## config.mk

```make
export PLATFORM = sky130hd
export DESIGN_NAME = serial_adder_ctrl
export DESIGN_NICKNAME = d
export VERILOG_FILES = /design/src/rtl/serial_adder_ctrl.sv
export SDC_FILE = /design/constraint.sdc
export NUM_CORES = 1
export LEC_CHECK = 0
export CORE_MARGIN = 4
export CORE_UTILIZATION = 40
export CTS_BUF_LIST = sky130_fd_sc_hd__clkbuf_8
export DETAILED_ROUTE_END_ITERATION = 8
export HOLD_SLACK_MARGIN = 0.03
export PLACE_DENSITY = 0.75
export RECOVER_POWER = 25
export SETUP_SLACK_MARGIN = 0.02
export SLEW_MARGIN = 25
export SYNTH_ARGS = -nofsm -noshare
export SYNTH_HDL_FRONTEND = slang
export SYNTH_SLANG_ARGS = --single-unit
export TNS_END_PERCENT = 100
```

## constraint.sdc

```tcl
create_clock -name i_clk -period 1.2 [get_ports i_clk]
set_input_delay 0.36 -clock i_clk [delete_from_list [all_inputs] [get_ports i_clk]]
set_output_delay 0.36 -clock i_clk [all_outputs]
set_load 0.02 [all_outputs]
```

## src/rtl/serial_adder_ctrl.sv

```systemverilog
// Bit-serial adder sequencer: it feeds one operand bit pair per clock into an external
// full-adder cell and gathers the sum LSB first. It uses a start/busy/done handshake.
module serial_adder_ctrl #(
  parameter int WIDTH = 8
) (
  input  logic             i_clk,
  input  logic             i_rst,
  input  logic             i_start,
  input  logic [WIDTH-1:0] i_a_in,
  input  logic [WIDTH-1:0] i_b_in,
  input  logic             i_cin,
  input  logic [1:0]       i_fa_y,
  output logic             o_fa_a,
  output logic             o_fa_b,
  output logic             o_fa_c,
  output logic             o_busy,
  output logic             o_done,
  output logic [WIDTH-1:0] o_sum,
  output logic             o_cout
);

  localparam int CNT_W = $clog2(WIDTH);
  localparam logic [CNT_W-1:0] LAST = CNT_W'(WIDTH - 1);

  typedef enum logic [1:0] {S_IDLE, S_RUN, S_DONE} state_t;

  state_t           r_state;
  logic [WIDTH-1:0] r_a_sr;
  logic [WIDTH-1:0] r_b_sr;
  logic [WIDTH-1:0] r_s_sr;
  logic             r_c;
  logic [CNT_W-1:0] r_cnt;
  logic             w_run;

  // The cell inputs come straight from registers, so the cell settles within the clock period.
  assign w_run  = (r_state == S_RUN);
  assign o_fa_a = w_run & r_a_sr[0];
  assign o_fa_b = w_run & r_b_sr[0];
  assign o_fa_c = w_run & r_c;

  always_ff @(posedge i_clk) begin
    if (i_rst) begin
      r_state <= S_IDLE;
      r_a_sr  <= '0;
      r_b_sr  <= '0;
      r_s_sr  <= '0;
      r_c     <= 1'b0;
      r_cnt   <= '0;
      o_sum   <= '0;
      o_cout  <= 1'b0;
      o_busy  <= 1'b0;
      o_done  <= 1'b0;
    end else begin
      case (r_state)
        S_IDLE: begin
          o_done <= 1'b0;
          if (i_start) begin
            r_a_sr  <= i_a_in;
            r_b_sr  <= i_b_in;
            r_c     <= i_cin;
            r_cnt   <= '0;
            o_busy  <= 1'b1;
            r_state <= S_RUN;
          end
        end
        S_RUN: begin
          // i_fa_y is looked at only here, so an undriven cell output in IDLE cannot reach the state.
          r_s_sr <= {i_fa_y[0], r_s_sr[WIDTH-1:1]};
          r_c    <= i_fa_y[1];
          r_a_sr <= {1'b0, r_a_sr[WIDTH-1:1]};
          r_b_sr <= {1'b0, r_b_sr[WIDTH-1:1]};
          r_cnt  <= r_cnt + 1'b1;
          if (r_cnt == LAST) begin
            o_sum   <= {i_fa_y[0], r_s_sr[WIDTH-1:1]};
            o_cout  <= i_fa_y[1];
            o_busy  <= 1'b0;
            o_done  <= 1'b1;
            r_state <= S_DONE;
          end
        end
        S_DONE: begin
          o_done  <= 1'b0;
          r_state <= S_IDLE;
        end
        default: begin
          o_busy  <= 1'b0;
          o_done  <= 1'b0;
          r_state <= S_IDLE;
        end
      endcase
    end
  end

endmodule

```

==> summary.txt <==
I/O Pins = 36
largest net degree at the start of global routing = 34
Hold Violations, Final = 0
flop-to-flop setup slack = -0.20 ns
Pleak = 1.03 nW
register bit total from synthesis = 40
Critical Path Start Type = register
net switching power = 743 µW
first-pass GRT wire length = 7500 µm
Worst Path Arrival = 1.15 ns
TritonCTS Buffers = 5
slowest cell on the critical path = dfxtp_2
dpl cells = 286
CTS clock-pin slew for the worst setup and hold paths = 0.07 ns
Root Buffer Master = clkbuf_8
CTS tree = built
worst hold-check path type = reg2reg
area occupied by registers = 813 µm²
part of the power in combinational logic = 18.7%
layout cells sized above 1 = 54.8%
Cell variety after synth = 25
Yosys top cell by area = dfxtp_1
Final ANT Viol Nets = 0
clock share of power = 29.8%
Clock Tree Buf Depth = 2
H-tree depth = 2
fmax = 661 MHz
max cap viols = 0
Worst VDD drop = 647 µV
Slew @ Worst Pin = 0.258 ns
Worst Reg-to-Reg Cells = 8
Final period util = 126%
sw frac = 26.7%
Setup Crit Path Kind = reg2out
CTS hold repair buffers = 0
vias post-DR = 1,654
Routed wire per std cell = 16.7 µm
IO buf count = 35
Initial Utilization = 42.0%
crit path cell chain = and2b_2 > and2_4 > buf_6
vias in the first global route = 1,570
ranking of synthesized cells by area = dfxtp_1 47%, nand2_1 12%, a311oi_2 9.6%
sequential share of power = 51.5%
die height = 73.5 µm
total global-route track usage = 18.5%
clock sink total = 40
Core Box Area = 4090 µm²
CP peak stage delay = 0.33 ns
hpwl dp = 2550 µm
diode count = 0
hold endpoint = o_sum[5]
RSZ-0062 raised after global routing = true
Setup WS post-layout = -0.313 ns
Non-Filler Instances = 309
DR iter-0 viols = 139
final setup skew = 0.00382 ns
layout net count = 285
Die W = 73.5 µm
max-slew violations = 0
reg-to-reg endpoint = o_sum[1]
fillcell total = 318
commonest non-fill, non-tap cell in the layout = nand2_1
WHS Path Cells = 2
endpoints failing setup = 40
Worst Setup End Kind = output port
top-area cell type share of the netlist area = 46.7%
Layout Area Growth over Synthesis = 60.9%
drt total wl = 5150 µm
data required time of the worst path = 0.84 ns
worst-skew pair later-pin latency = 0.30 ns
Pre-antenna DRT Iters = 4
Via-to-Cell Ratio = 5.35
share of the yosys chip area belonging to registers = 46.7%
outcome = finished with violations
Post-Synthesis Cell Area = 1720 µm²
DIE AREA = 5400 µm²
hold_sp = o_sum[5]
failing checks = negative setup slack
footprint of the multi-input gates = 1060 µm²
FP Rows = 23
headroom to the max-slew limit = 82.6%
fin crit period = 1.51 ns
Worst Hold Slack = 0.460 ns
syn nets = 224
Post-Syn Instances = 200
most frequent cells in the layout = 31 x nand2_1, 30 x dfxtp_1, 24 x buf_4
initial antenna violation count = 0
syn avg cell area = 8.58 µm²
GP Congestion = 0.753
DRC Markers = 0
grt ovf = 0
PD cells = 1010 nW/µm²
CP Max Fanout = 4
R2R Path Start = r_state[1]
Yosys Warn Count = 0
P_int = 2.04 mW
## worst max-delay path, delay by kind of cell (launching register included)
family        cells  cell delay [ns]
buf+inv           1             0.12
simple gates      2             0.40
flops             1             0.33
## worst max-delay path by stage
stage               slack (ns)  cells past startpoint        from         to
global placement         -0.43                      3  r_state[1]     o_fa_c
CTS                      -0.28                      3  r_state[1]     o_fa_a
detailed placement       -0.51                      5     i_start  r_a_sr[2]
finish                   -0.31                      3  r_state[1]     o_fa_c
floorplan                -0.04                      4  r_state[0]     o_fa_a
global route             -0.36                      3  r_state[1]     o_fa_c
## state kept, by name (all words and copies together), names as in the netlist, 2 cells and up
register / cells
r_cnt: 3
r_state: 2
r_a_sr: 8
o_sum: 8
r_s_sr: 7
r_b_sr: 8
## logic make-up (layout without fill, tap and decap cells)
logic type	after synthesis	count (layout)	share of synthesized area, %
flip-flops	40	40	46.7
multiplexers	1	1	0.584
AND/OR/NAND/NOR	99	99	24.7
adder cells (fa/ha/maj)	2	2	1.46
buffers and inverters	18	77	7.37
AO/OA/AOI/OAI	40	40	19.2
## layout make-up
cell class                 count  share of cell area [%]
clock buffer                   5                    2.49
sequential                    40                    29.5
inverter                       1                   0.136
tap                           50                    2.27
timing repair buffer          71                    27.1
multi-input combinational    142                    38.5
## per-layer routing
layer	track usage, %	part of all wire (%)	vias up
met1	23.6	42	799
met2	28.9	50	45
met3	3.42	6.2	9
li1	-	-	801
met4	11.1	2.4	0
met5	0	0	-
## cells in the mapped netlist (all sizes together)
master    n
nor2     19
a311oi   15
o21ai     3
buf      14
a2bb2oi   1
clkbuf    3
and2      3
inv       1
a21oi    21
mux2i     1
nand2    55
nand3b    3
nand3    12
and2b     1
nand2b    3
nor3      2
ha        2
dfxtp    40
nor2b     1
## power by group through the flow
stage,registers [mW],logic (mW),clock network (mW)
2_1_floorplan,1.44,0.237,0
3_3_place_gp,1.44,0.364,0
3_5_place_dp,1.45,0.369,0
4_1_cts,1.42,0.502,0.819
5_1_grt,1.44,0.555,0.899
6_report,1.43,0.520,0.830
## per-stage QoR
step                setup slack, ns  power [mW]  TNS (ns)  cell area (µm²)  utilization, %
global route                 -0.357        2.89     -7.76             2760            67.5
floorplan                   -0.0418        1.68    -0.125             1740               -
global placement             -0.429        1.81    -11.03             2180            53.3
CTS                          -0.284        2.74     -3.08             2600            63.7
finish                       -0.313        2.78     -5.53             2760            67.5
detailed placement           -0.511        1.82    -12.41             2180            53.3
## timing repair
item	CTS	global route
setup endpoints to repair	40	53
resized for setup	132	61
gates cloned	6	0
pin swaps	39	11
buffers inserted	11	7
Power figures use the tool's default switching activity.
